### src/rtl/aes_round_ctrl_if.sv
`default_nettype none
// ============================================================================
//  Module      : aes_round_ctrl_if
//  Description : Handshake and round-control bundle between the block-level
//                front end (master) and the AES round sequencer (slave).
//  Revision    : 1.0  initial release
// ============================================================================
interface aes_round_ctrl_if;
    logic       start;
    logic       start_ready;
    logic       key_valid;
    logic       key_req;
    logic [3:0] round_out;
    logic       ark_en;
    logic       sb_en;
    logic       sr_en;
    logic       mc_en;
    logic       state_we;
    logic       busy;
    logic       done;

    // Front end: issues start, supplies key availability, observes control.
    modport master (
        output start, key_valid,
        input  start_ready, key_req, round_out, ark_en, sb_en, sr_en,
               mc_en, state_we, busy, done
    );

    // Sequencer: consumes start/key_valid, drives all control outputs.
    modport slave (
        input  start, key_valid,
        output start_ready, key_req, round_out, ark_en, sb_en, sr_en,
               mc_en, state_we, busy, done
    );
endinterface
`default_nettype wire

### src/rtl/aes_round_ctrl.sv
`default_nettype none
// ============================================================================
//  Module      : aes_round_ctrl
//  Description : AES round sequencer. Walks INIT (round 0), ROUND (1..NR-1),
//                FINAL (NR) and DONE, driving round index, stage enables and
//                the state-register write strobe.
//                Optional macro AES_CTRL_KEY_WAIT_EN: stall each working
//                cycle until key_valid is high.
//  Revision    : 1.0  initial release
// ============================================================================
module aes_round_ctrl #(
    parameter int NR = 10               // 10, 12 or 14
) (
    input  wire              clk,
    input  wire              rst_n,
    aes_round_ctrl_if.slave  bus
);

    localparam logic [3:0] ROUND_LAST = 4'(NR);
    localparam logic [3:0] ROUND_PEN  = 4'(NR - 1);

    typedef enum logic [2:0] {
        S_IDLE  = 3'd0,
        S_INIT  = 3'd1,
        S_ROUND = 3'd2,
        S_FINAL = 3'd3,
        S_DONE  = 3'd4
    } state_t;

    state_t     state, state_nxt;
    logic [3:0] round, round_nxt;
    logic       advance;
    logic       key_wait;

    logic start_ready, key_req, ark_en, sb_en, sr_en, mc_en, state_we, busy, done;

`ifdef AES_CTRL_KEY_WAIT_EN
    // Working cycles only progress once the round key is on the bus.
    assign advance  = bus.key_valid;
    assign key_wait = 1'b1;
`else
    // Key is assumed always ready; key_valid is intentionally ignored.
    logic unused_key_valid;
    assign unused_key_valid = bus.key_valid;
    assign advance  = 1'b1;
    assign key_wait = 1'b0;
`endif

    // State and round counter registers.
    always_ff @(posedge clk or negedge rst_n) begin
        if (!rst_n) begin
            state <= S_IDLE;
            round <= 4'd0;
        end else begin
            state <= state_nxt;
            round <= round_nxt;
        end
    end

    // Next-state, round counter update and output decode.
    always_comb begin
        state_nxt   = state;
        round_nxt   = round;
        start_ready = 1'b0;
        key_req     = 1'b0;
        ark_en      = 1'b0;
        sb_en       = 1'b0;
        sr_en       = 1'b0;
        mc_en       = 1'b0;
        state_we    = 1'b0;
        busy        = 1'b0;
        done        = 1'b0;
        case (state)
            S_IDLE: begin
                start_ready = 1'b1;
                if (bus.start) begin
                    state_nxt = S_INIT;
                    round_nxt = 4'd0;
                end
            end
            S_INIT: begin
                busy     = 1'b1;
                key_req  = key_wait;
                ark_en   = advance;
                state_we = advance;
                if (advance) begin
                    state_nxt = S_ROUND;
                    round_nxt = 4'd1;
                end
            end
            S_ROUND: begin
                busy     = 1'b1;
                key_req  = key_wait;
                ark_en   = advance;
                sb_en    = advance;
                sr_en    = advance;
                mc_en    = advance;
                state_we = advance;
                if (advance) begin
                    if (round == ROUND_PEN) begin
                        state_nxt = S_FINAL;
                        round_nxt = ROUND_LAST;
                    end else begin
                        round_nxt = round + 4'd1;
                    end
                end
            end
            S_FINAL: begin
                // Last AES round skips mix-columns.
                busy     = 1'b1;
                key_req  = key_wait;
                ark_en   = advance;
                sb_en    = advance;
                sr_en    = advance;
                state_we = advance;
                if (advance) state_nxt = S_DONE;
            end
            S_DONE: begin
                // round_out still shows NR here; cleared on return to IDLE.
                done      = 1'b1;
                state_nxt = S_IDLE;
                round_nxt = 4'd0;
            end
            default: begin
                state_nxt = S_IDLE;
                round_nxt = 4'd0;
            end
        endcase
    end

    assign bus.start_ready = start_ready;
    assign bus.key_req     = key_req;
    assign bus.round_out   = round;
    assign bus.ark_en      = ark_en;
    assign bus.sb_en       = sb_en;
    assign bus.sr_en       = sr_en;
    assign bus.mc_en       = mc_en;
    assign bus.state_we    = state_we;
    assign bus.busy        = busy;
    assign bus.done        = done;

endmodule
`default_nettype wire

### src/flat_wrapper.sv
// flat-port wrapper written by rule: the top's interface ports become plain ports
module aes_round_ctrl_flat 
#(
    parameter int NR = 10                              
)
  (clk, rst_n, bus_start, bus_key_valid, bus_start_ready, bus_key_req, bus_round_out, bus_ark_en, bus_sb_en, bus_sr_en, bus_mc_en, bus_state_we, bus_busy, bus_done);
  aes_round_ctrl_if bus_i ();
  input  wire clk;
  input  wire rst_n;
  input wire logic [$bits(bus_i.start)-1:0] bus_start;
  input wire logic [$bits(bus_i.key_valid)-1:0] bus_key_valid;
  output wire logic [$bits(bus_i.start_ready)-1:0] bus_start_ready;
  output wire logic [$bits(bus_i.key_req)-1:0] bus_key_req;
  output wire logic [$bits(bus_i.round_out)-1:0] bus_round_out;
  output wire logic [$bits(bus_i.ark_en)-1:0] bus_ark_en;
  output wire logic [$bits(bus_i.sb_en)-1:0] bus_sb_en;
  output wire logic [$bits(bus_i.sr_en)-1:0] bus_sr_en;
  output wire logic [$bits(bus_i.mc_en)-1:0] bus_mc_en;
  output wire logic [$bits(bus_i.state_we)-1:0] bus_state_we;
  output wire logic [$bits(bus_i.busy)-1:0] bus_busy;
  output wire logic [$bits(bus_i.done)-1:0] bus_done;
  assign bus_i.start = bus_start;
  assign bus_i.key_valid = bus_key_valid;
  assign bus_start_ready = bus_i.start_ready;
  assign bus_key_req = bus_i.key_req;
  assign bus_round_out = bus_i.round_out;
  assign bus_ark_en = bus_i.ark_en;
  assign bus_sb_en = bus_i.sb_en;
  assign bus_sr_en = bus_i.sr_en;
  assign bus_mc_en = bus_i.mc_en;
  assign bus_state_we = bus_i.state_we;
  assign bus_busy = bus_i.busy;
  assign bus_done = bus_i.done;
  aes_round_ctrl #(.NR(NR)) u_core (.clk(clk), .rst_n(rst_n), .bus(bus_i));
endmodule
### config.mk
export PLATFORM = sky130hd
export DESIGN_NAME = aes_round_ctrl_flat
export DESIGN_NICKNAME = d
export VERILOG_FILES = /design/src/rtl/aes_round_ctrl_if.sv /design/src/rtl/aes_round_ctrl.sv /design/src/flat_wrapper.sv
export SDC_FILE = /design/constraint.sdc
export NUM_CORES = 1
export LEC_CHECK = 0
export ABC_AREA = 0
export ABC_CLOCK_PERIOD_IN_PS = 1600
export BUFFER_PORTS_ARGS = -buffer_cell sky130_fd_sc_hd__buf_2
export CORE_AREA = 2 2 39 41
export CTS_BUF_LIST = sky130_fd_sc_hd__clkbuf_8
export DETAILED_ROUTE_END_ITERATION = 7
export DIE_AREA = 0 0 41 43
export GPL_ROUTABILITY_DRIVEN = 1
export GPL_TIMING_DRIVEN = 0
export PLACE_DENSITY = 0.71
export SYNTH_ARGS = -nofsm -noshare
export SYNTH_HDL_FRONTEND = slang
export SYNTH_SLANG_ARGS = --single-unit
### constraint.sdc
create_clock -name clk -period 1.6 [get_ports clk]
set_clock_uncertainty 0.05 [all_clocks]
set_input_delay 0.16 -clock clk [delete_from_list [all_inputs] [get_ports clk]]
set_output_delay 0.16 -clock clk [all_outputs]
set_load 0.005 [all_outputs]
==> results of run 1 <==
[critical path, cell delays in order (launching register included)]
cell	delay, ns
dfrtp_1	0.42
buf_4	0.19
nor2_1	0.14
nor2_1	0.08
buf_4	0.13
buf_2	0.11
[sequential cells by signal, indices dropped and copies added (netlist names)]
| signal | cells |
|---|---|
| u_core.bus.round_out | 4 |
| u_core.state | 3 |
[power breakdown]
| part | switching [mW] | leakage, nW | internal, mW |
|---|---|---|---|
| registers | 0.0724 | 0.0925 | 0.238 |
| logic | 0.267 | 0.186 | 0.295 |
| clock network | 0.0855 | 0.0269 | 0.167 |
[through the flow]
stage | hold slack (ns) | setup slack, ns | utilization (%)
floorplan | -0.1856 | 0.2245 | -
global placement | -0.04631 | 0.1735 | 39.06
CTS | 0.2267 | 0.07001 | 43.04
detailed placement | -0.04537 | 0.1568 | 39.06
global route | 0.2597 | 0.001394 | 43.22
finish | 0.2359 | 0.08613 | 43.22
[cell type report]
cell class	instances	area [sq um]
sequential	7	175.2
multi-input combinational	35	224.0
tap	16	20.02
fill	140	785.8
timing repair buffer	15	80.08
buffer	7	50.05
clock buffer	3	41.29
clock inverter	1	3.754
inverter	1	3.754
[logic make-up after synthesis]
family / Yosys count
AO/OA/AOI/OAI: 9
adder cells (fa/ha/maj): 2
buffers and inverters: 8
flip-flops: 7
multiplexers: 1
other: 1
AND/OR/NAND/NOR: 22
[cells in the final DEF, fill, tap and decap left out]
| cell | n |
|---|---|
| a31oi_1 | 3 |
| dlygate4sd3_1 | 1 |
| buf_4 | 6 |
| and2_1 | 2 |
| or4b_1 | 1 |
| nor2b_2 | 1 |
| nand2b_1 | 2 |
| clkbuf_8 | 3 |
| and3b_1 | 1 |
| nor3_1 | 3 |
| nor4b_1 | 1 |
| nand3b_1 | 1 |
| mux2i_1 | 1 |
| conb_1 | 1 |
| buf_2 | 15 |
| nor2_1 | 5 |
| o31ai_1 | 1 |
| a21oi_1 | 3 |
| o211ai_1 | 1 |
| o21ai_1 | 1 |
| nand3_1 | 2 |
| or3_1 | 3 |
| dfrtp_1 | 7 |
| ha_1 | 2 |
| inv_1 | 2 |
[cells in the mapped netlist]
cell	count
dfrtp_1	7
buf_4	6
nor2_1	5
a21oi_1	3
a31oi_1	3
nor3_1	3
or3_1	3
and2_1	2
ha_1	2
nand2b_1	2
nand3_1	2
and3b_1	1
buf_2	1
conb_1	1
inv_1	1
mux2i_1	1
nand3b_1	1
nor2b_1	1
nor4b_1	1
o211ai_1	1
o21ai_1	1
o31ai_1	1
or4b_1	1
[worst min-delay path by stage]
stage / start / to / slack [ns] / cells after the start
6_report: rst_n / u_core.bus.round_out[3]$_DFFE_PN0P_ / 0.24 / 2
3_3_place_gp: rst_n / u_core.bus.round_out[2]$_DFFE_PN0P_ / -0.05 / 1
5_1_grt: rst_n / u_core.bus.round_out[3]$_DFFE_PN0P_ / 0.26 / 2
2_1_floorplan: rst_n / u_core.bus.round_out[0]$_DFFE_PN0P_ / -0.19 / 0
4_1_cts: bus_start / u_core.state[0]$_DFFE_PN0P_ / 0.23 / 3
3_5_place_dp: rst_n / u_core.bus.round_out[2]$_DFFE_PN0P_ / -0.05 / 1
[what timing repair did]
| item | 4_1_cts | 5_1_grt |
|---|---|---|
| hold endpoints to repair | 7 | 0 |
| setup endpoints to repair | 0 | 1 |
| resized for setup | 0 | 1 |
| hold buffers | 1 | 0 |
[routing by layer]
metal / vias up / track usage, % / wire length (microns)
met5: - / 0 / 0
met4: 0 / 10.00 / 34
met3: 4 / 6.283 / 92
met2: 22 / 20.63 / 442
met1: 180 / 17.59 / 477
li1: 208 / - / -
==> metrics.txt, run 1 <==
CP Class=flip-flop to primary output; via count=around 410; # DRC=0; vias per cell=4.871; synthesized flop and latch total=7; Post-Syn Nets=56; initial core utilization=between 30 and 40%; Synth area leaders=dfrtp_1 (39%), buf_4 (10%), ha_1 (5.6%), a31oi_1 (4.2%), nor2_1 (4.2%); reg-to-reg setup timing slack=0.11 ns; Max clock buf depth=2; Synth area leader=dfrtp_1; Clk Latency, worst-skew pair=0.23 ns; CTS tree=built; layout cells sized above 1=36.23%; largest family of logic cells by synthesized area=simple AND/OR/NAND/NOR gates; cell row count=14; ANT nets after route=0; library cells used by synthesis=23; Cells after Synth=50; Area growth syn-to-layout=32.78%; Final Instance Area=598.1 sq um; worst hold path type=input port to async pin; reg2reg start=u_core.bus.round_out[1]$_DFFE_PN0P_; Critical Path Sink Type=primary output; count of non-filler cells in the finished layout=85; share of the synthesized area in the top cell type=38.89%; DIE WIDTH=approximately 40 microns; clock root buffer=clkbuf_8; Cell Pwr Density=1881 nW/um^2; clock sink total=7; status=completed; gr usage total=14.82%; Max-Cap Viols=0; wirelength, routed=1047 microns; crit share post-route=about 95%; launch point of the worst path=u_core.state[1]$_DFFE_PN0P_; Worst Path Max Fanout=10; mapped cell area=450.4 sq um; CTS buffer count=3; Ys Warns=0; # Post-CTS Setup Buffers=0; final layout net count=76; Congestion Overflow GR=0; Leak=0.3051 nW; cells on worst reg2reg path=5; Synth Area in Simple Gates=28.61%; number of I/O port buffers=14; crit path time final=1.514 ns; RSZ-0062 raised after global routing=no; IO Count=17; peak supply drop=approximately 0.0010 V; Die ar.=1763 sq um; largest net degree at the start of global routing=11; H-tree level count=1; Critical Path Sink=bus_busy; WP data required=1.39 ns; final hold violation count=0; drt pass-1 iters=4; fmax=0.6606 GHz; core region area=1384 sq um; vias in the first global route=393; Synth Area in XOR/XNOR=0%; Seq/Total Area, Yosys=38.89%; first-pass GRT wire length=1683 microns; initial antenna violation count=0; final setup violation count=0; Crit path arrival time=1.30 ns; Crit Reg-Reg Endpoint=u_core.bus.round_out[2]$_DFFE_PN0P_; gpl congestion=0.7715; startpoint types=flip-flop; Starting DRT DRC Count=7; # diodes=0; syn avg cell area=9.009 sq um; die height=approximately 43 microns; post-synthesis mux area share=2.222%; dpl cells=80; compound-gate portion of the synthesized area=11.94%; Worst-path clk slew=0.04 ns; dpl hpwl=a little over 700 microns; Adder-Cell Fraction of Synth Area=5.556%; Cell Area, Placed=540.5 sq um; Fin Setup TNS=0 ns; Max Slew Vio Count=0; total power=1.125 mW; WL per Instance=12.32 microns
No activity file was read; power rests on OpenSTA's default activity.
==> run 2: changes to the inputs <==
--- a/config.mk
+++ b/config.mk
@@ -5,7 +5,7 @@
 export SDC_FILE = /design/constraint.sdc
 export NUM_CORES = 1
 export LEC_CHECK = 0
-export ABC_AREA = 0
+export ABC_AREA = 1
 export ABC_CLOCK_PERIOD_IN_PS = 1600
 export BUFFER_PORTS_ARGS = -buffer_cell sky130_fd_sc_hd__buf_2
 export CORE_AREA = 2 2 39 41
@@ -14,7 +14,7 @@
 export DIE_AREA = 0 0 41 43
 export GPL_ROUTABILITY_DRIVEN = 1
 export GPL_TIMING_DRIVEN = 0
-export PLACE_DENSITY = 0.71
+export PLACE_DENSITY = 0.69
 export SYNTH_ARGS = -nofsm -noshare
 export SYNTH_HDL_FRONTEND = slang
 export SYNTH_SLANG_ARGS = --single-unit
==> run 2 against run 1 <==
  * Core utilization is 1.7 points lower
  * Power increased by 1.3%
  * Register-to-register slack gained 0.34 ns
  * Synthesized cell count up 6.0%
  * Critical path depth fell by 1
  * Global-route usage is 2.1 points lower
  * Routed wire length is 17% lower
  * Clock-buffer cell count is the same
  * Synthesized area is 4.7% lower
  * Setup slack better by 0.14 ns
  * Combinational power barely moved
  * Critical endpoint unchanged
==> metrics.txt, run 2 <==
Area growth syn-to-layout=33.82%; Leak=0.3402 nW (+12%); H-tree level count=1 (unchanged); initial core utilization=31.01% (-1.5 points); CP Class=flip-flop to primary output; dpl cells=83 (+3.8%); gpl congestion=0.8013 (+3.9%); Die ar.=1763 sq um (unchanged); drt pass-1 iters=4 (unchanged); WP data required=1.39 ns (about the same); commonest non-fill, non-tap cell in the layout=buf_2; Max Slew Vio Count=0 (unchanged); fmax=0.7301 GHz (+11%); number of synthesized flops with an enable pin=0 (unchanged); Stages on worst setup path=4 (-1); Post-Syn Nets=59 (+5.4%); top-count cell post-synth=nand2_1; Worst-path clk slew=0.04 ns (about the same); status=completed; vias per cell=4.534 (-6.9%); sw frac=40.38% (+2.6 points); total power=1.140 mW (+1.3%); layout cells sized above 1=40.28% (+4.0 points); final hold violation count=0 (unchanged); number of I/O port buffers=14 (unchanged); die height=43 microns (unchanged); Crit Reg-Reg Endpoint=u_core.bus.round_out[0]$_DFFE_PN0P_; Starting DRT DRC Count=4 (-3); Max clock buf depth=2 (unchanged); library cells used by synthesis=18 (-22%); crit share post-route=85.61% (-9.0 points); clock root buffer=clkbuf_8; clock sink total=7 (unchanged); Int Pwr=0.6794 mW (-2.9%); Synth area leaders=dfrtp_1 (41%), nand2_1 (7.9%), nand3_1 (7.0%), buf_4 (7.0%), inv_1 (6.1%); WL per Instance=9.852 microns (-20%); cell row count=14 (unchanged); # diodes=0 (unchanged); share of the synthesized area in the top cell type=40.82% (+1.9 points); peak supply drop=0.001071 V (+3.0%); Worst Path Max Fanout=6 (-4); ANT nets after route=0 (unchanged); reg-to-reg setup timing slack=0.45 ns (+0.34 ns); Final Instance Area=574.3 sq um (-4.0%); first-pass GRT wire length=1462 microns (-13%); Cell Pwr Density=1984 nW/um^2 (+5.5%); Crit path arrival time=1.16 ns (-0.14 ns); syn avg cell area=8.097 sq um (-10%); vias in the first global route=358 (-8.9%); max FFs per register=4 (unchanged); Cells after Synth=53 (+6.0%); cells on worst reg2reg path=5 (unchanged); Crit path max-delay family=flip-flops; Max-Cap Viols=0 (unchanged); # DRC=0 (unchanged); initial antenna violation count=0 (unchanged); startpoint types=flip-flop; Critical Path Max Stage Delay=0.44 ns (+0.02 ns); Main synth FF type=dfrtp_1; most common library cells after synthesis=nand2_1 (9), dfrtp_1 (7), inv_1 (7); Resize count post-CTS=0 (unchanged); Post-synth ARST share=100.0% (unchanged); Critical Path Sink Type=primary output; # Post-CTS Setup Buffers=0 (unchanged); final layout net count=79 (+3.9%); Synth area leader=dfrtp_1; synthesized flop and latch total=7 (unchanged); crit-path cells=nor2_2, nor2_1, buf_4, buf_2; Clk pwr share=21.1% (-1.3 points); DIE WIDTH=41 microns (unchanged); crit path time final=1.370 ns (-0.1441 ns); Switching Power=0.4602 mW (+8.3%); gr usage total=12.74% (-2.1 points); Clk Latency, worst-skew pair=0.23 ns (about the same); Ys Warns=0 (unchanged); most frequent cells in the layout=buf_2 (14), nand2_1 (9), inv_1 (8); CTS tree=built; dpl hpwl=656.2 microns (-8.2%); final setup violation count=0 (unchanged); Seq pwr share=29.4% (+1.8 points); slowest CP cell=dfrtp_1; core region area=1384 sq um (unchanged); worst hold path type=input port to async pin; IO Count=17 (unchanged); via count=399 (-3.6%); Crit path buffers/inverters=2 (-1); Congestion Overflow GR=0 (unchanged); CTS buffer count=3 (unchanged); reg2reg start=u_core.bus.round_out[1]$_DFFE_PN0P_; Post-CTS Hold Buffers=1 (unchanged); count of non-filler cells in the finished layout=88 (+3.5%); Logic pwr share=49.5% (-0.5 points); Fin Setup TNS=0 ns (unchanged); RSZ-0062 raised after global routing=no; Seq/Total Area, Yosys=40.82% (+1.9 points); largest net degree at the start of global routing=8 (-3); Cell Area, Placed=519.2 sq um (-3.9%); wirelength, routed=867 microns (-17%); mapped cell area=429.2 sq um (-4.7%)
[run 2: changes by cell type after synthesis, sizes merged, moves of 3 or more]
cell   previous run  this run
inv               1         8
a21oi             3         0
or3               3         0
buf               7         4
nand2             0        12
a31oi             3         0
nand3             2         7
[run 2: power groups by stage]
stage | clock (mW) | sequential, mW | combinational [mW]
2_1_floorplan | 0 | 0.325 | 0.370
3_3_place_gp | 0 | 0.334 | 0.552
3_5_place_dp | 0 | 0.337 | 0.569
4_1_cts | 0.249 | 0.335 | 0.576
5_1_grt | 0.262 | 0.351 | 0.654
6_report | 0.240 | 0.336 | 0.564
[run 2: cell type report]
cell class	instances	area, sq um
fill	143	809.5
multi-input combinational	34	191.4
inverter	8	32.53
clock inverter	1	3.754
tap	16	20.02
sequential	7	175.2
clock buffer	3	41.29
buffer	4	30.03
timing repair buffer	15	80.08
[run 2: kinds of logic (layout without fill, tap and decap cells)]
group                    after synthesis  count (layout)  synth area share [%]
AND/OR/NAND/NOR                       28              28                 32.95
AO/OA/AOI/OAI                          2               2                 2.915
flip-flops                             7               7                 40.82
buffers and inverters                 12              31                 14.58
XOR/XNOR                               1               1                 2.041
adder cells (fa/ha/maj)                2               2                 5.830
other                                  1               1                0.8738
[run 2: layer usage]
metal	up-vias	share of wire, %	GRT usage, %
met2	17	48	19.06
met4	0	3.2	6.000
met5	-	0	0
met1	177	39	13.16
li1	200	-	-
met3	5	9.6	8.377
[run 2: worst max-delay path by stage]
stage / endpoint / from / slack (ns)
final: bus_busy / u_core.state[1]$_DFFE_PN0P_ / 0.23
after global routing: bus_busy / u_core.state[1]$_DFFE_PN0P_ / 0.14
after CTS: bus_busy / u_core.state[1]$_DFFE_PN0P_ / 0.22
after detailed placement: u_core.bus.round_out[0]$_DFFE_PN0P_ / u_core.bus.round_out[1]$_DFFE_PN0P_ / 0.45
after global placement: u_core.bus.round_out[0]$_DFFE_PN0P_ / u_core.bus.round_out[1]$_DFFE_PN0P_ / 0.46
after floorplan: u_core.bus.round_out[2]$_DFFE_PN0P_ / u_core.bus.round_out[0]$_DFFE_PN0P_ / 0.53
[run 2: worst reg2reg max path, delay by kind of cell, from the launching register on]
| family | cells | cell delay [ns] |
|---|---|---|
| adder cells (fa/ha/maj) | 1 | 0.14 |
| buffers and inverters | 1 | 0.10 |
| flip-flops | 1 | 0.41 |
| AND/OR/NAND/NOR | 3 | 0.33 |
[run 2: through the flow]
| stage | worst slack [ns] | utilization (%) | hold WS (ns) |
|---|---|---|---|
| floorplan | 0.5251 | - | -0.1856 |
| global placement | 0.4647 | 37.52 | -0.04761 |
| detailed placement | 0.4547 | 37.52 | -0.04639 |
| CTS | 0.2196 | 41.50 | 0.2495 |
| global route | 0.1397 | 41.50 | 0.2689 |
| finish | 0.2302 | 41.50 | 0.2430 |
==> run 3: changes to the inputs <==
--- a/config.mk
+++ b/config.mk
@@ -9,7 +9,6 @@
 export ABC_CLOCK_PERIOD_IN_PS = 1600
 export BUFFER_PORTS_ARGS = -buffer_cell sky130_fd_sc_hd__buf_2
 export CORE_AREA = 2 2 39 41
-export CTS_BUF_LIST = sky130_fd_sc_hd__clkbuf_8
 export DETAILED_ROUTE_END_ITERATION = 7
 export DIE_AREA = 0 0 41 43
 export GPL_ROUTABILITY_DRIVEN = 1
==> run 3 against run 2 <==
  * Routed wire length shrank 6.3%
  * Critical path depth is the same
  * Cell area shrank 3.3%
  * Global-route usage shrank 1.2 points
==> metrics.txt, run 3 (same netlist as run 2, synthesis figures left out) <==
layout cells sized above 1=40.28% (unchanged); Max Slew Vio Count=0 (unchanged); reg-to-reg setup timing slack=0.45 ns (about the same); vias in the first global route=335 (-6.4%); H-tree level count=1 (unchanged); dpl hpwl=656.2 microns (unchanged); CTS buffer count=3 (unchanged); sw frac=42.22% (+1.8 points); Max-Cap Viols=0 (unchanged); crit-path cells=nor2_2, nor2_1, buf_4, buf_2; CTS tree=built; crit share post-route=86.91% (+1.3 points); DIE WIDTH=41 microns (unchanged); initial antenna violation count=0 (unchanged); Clk pwr share=14.9% (-6.2 points); # diodes=0 (unchanged); Switching Power=0.4443 mW (-3.5%); Starting DRT DRC Count=6 (+2); drt pass-1 iters=4 (unchanged); Congestion Overflow GR=0 (unchanged); Crit path arrival time=1.18 ns (+0.02 ns); crit path time final=1.391 ns (+0.02081 ns); Fin Setup TNS=0 ns (unchanged); Post-CTS Hold Buffers=1 (unchanged); reg2reg start=u_core.bus.round_out[1]$_DFFE_PN0P_; gpl congestion=0.8013 (unchanged); Stages on worst setup path=4 (unchanged); Area growth syn-to-layout=29.45%; WP data required=1.39 ns (about the same); Resize count post-CTS=0 (unchanged); initial core utilization=31.01% (unchanged); max FFs per register=4 (unchanged); peak supply drop=0.001100 V (+2.7%); Int Pwr=0.6080 mW (-11%); pre-CTS setup slack=0.4547 ns (unchanged); vias per cell=4.295 (-5.3%); core region area=1384 sq um (unchanged); Final Instance Area=555.5 sq um (-3.3%); most frequent cells in the layout=buf_2 (14), nand2_1 (9), inv_1 (7), dfrtp_1 (7), nand3_1 (6); cell row count=14 (unchanged); final hold violation count=0 (unchanged); Logic pwr share=53.4% (+3.9 points); final setup violation count=0 (unchanged); gr usage total=11.53% (-1.2 points); via count=378 (-5.3%); Crit Reg-Reg Endpoint=u_core.bus.round_out[0]$_DFFE_PN0P_; final hold slack=0.2213 ns (-0.02162 ns); fmax=0.7191 GHz (-1.5%); Critical Path Sink Type=primary output; WL per Instance=9.227 microns (-6.3%); ANT nets after route=0 (unchanged); # Post-CTS Setup Buffers=0 (unchanged); Seq pwr share=31.7% (+2.3 points); Worst-path clk slew=0.05 ns (about the same); die height=43 microns (unchanged); status=completed; setup ws final=0.2094 ns (-0.02081 ns); # DRC=0 (unchanged); Crit path max-delay family=flip-flops; Critical Path Max Stage Delay=0.44 ns (about the same); Cell Pwr Density=1894 nW/um^2 (-4.6%); RSZ-0062 raised after global routing=no; worst hold path type=input port to async pin; IO Count=17 (unchanged); final layout net count=79 (unchanged); slowest CP cell=dfrtp_1; wirelength, routed=812 microns (-6.3%); startpoint types=flip-flop; final core occ=40.14% (-1.4 points); Max clock buf depth=2 (unchanged); Leak=0.3283 nW (-3.5%); Clk Latency, worst-skew pair=0.25 ns (+0.02 ns); Crit path buffers/inverters=2 (unchanged); number of I/O port buffers=14 (unchanged); first-pass GRT wire length=1359 microns (-7.0%); clock sink total=7 (unchanged); Die ar.=1763 sq um (unchanged); largest net degree at the start of global routing=8 (unchanged); Cell Area, Placed=519.2 sq um (unchanged); Worst Path Max Fanout=6 (unchanged); cells on worst reg2reg path=5 (unchanged); CP Class=flip-flop to primary output; commonest non-fill, non-tap cell in the layout=buf_2; clock root buffer=clkbuf_4
## run 3: cell types whose count changed in the layout (fill, tap and decap cells not counted)
cell | previous run | this run
inv_1 | 8 | 7
clkbuf_1 | 0 | 1
clkbuf_4 | 0 | 3
clkbuf_8 | 3 | 0
## run 3: power groups by stage
| stage | Clock (mW) | Sequential (mW) | Combinational (mW) |
|---|---|---|---|
| 3_3_place_gp | 0 | 0.334 | 0.552 |
| 4_1_cts | 0.167 | 0.333 | 0.574 |
| 2_1_floorplan | 0 | 0.325 | 0.370 |
| 6_report | 0.156 | 0.334 | 0.562 |
| 5_1_grt | 0.176 | 0.350 | 0.655 |
| 3_5_place_dp | 0 | 0.337 | 0.569 |
## run 3: worst max-delay path by stage
stage	from	end	slack, ns
floorplan	u_core.bus.round_out[0]$_DFFE_PN0P_	u_core.bus.round_out[2]$_DFFE_PN0P_	0.53
global placement	u_core.bus.round_out[1]$_DFFE_PN0P_	u_core.bus.round_out[0]$_DFFE_PN0P_	0.46
detailed placement	u_core.bus.round_out[1]$_DFFE_PN0P_	u_core.bus.round_out[0]$_DFFE_PN0P_	0.45
CTS	u_core.state[1]$_DFFE_PN0P_	bus_busy	0.19
global route	u_core.state[1]$_DFFE_PN0P_	bus_busy	0.11
finish	u_core.state[1]$_DFFE_PN0P_	bus_busy	0.21
## run 3: layout make-up
type                            instances  area [sq um]
Fill cell                             145         828.3
Multi-Input combinational cell         34         191.4
Sequential cell                         7         175.2
Timing Repair Buffer                   15         80.08
Inverter                                8         32.53
Buffer                                  4         30.03
Clock buffer                            4         26.28
Tap cell                               16         20.02
## run 3: metal layers
metal  up-vias  global-route usage, %  part of all wire, %
met1       166                  13.16                   43
met2        14                  17.19                   47
met3         0                  8.377                  9.6
met4         0                  2.000                    0
met5         -                      0                    0
li1        198                      -                    -
## run 3: per-stage QoR
step / std cells / total power [mW]
after floorplan: 53 / 0.6946
after global placement: 83 / 0.8852
after detailed placement: 83 / 0.9062
after CTS: 88 / 1.074
after global routing: 88 / 1.181
final: 88 / 1.052
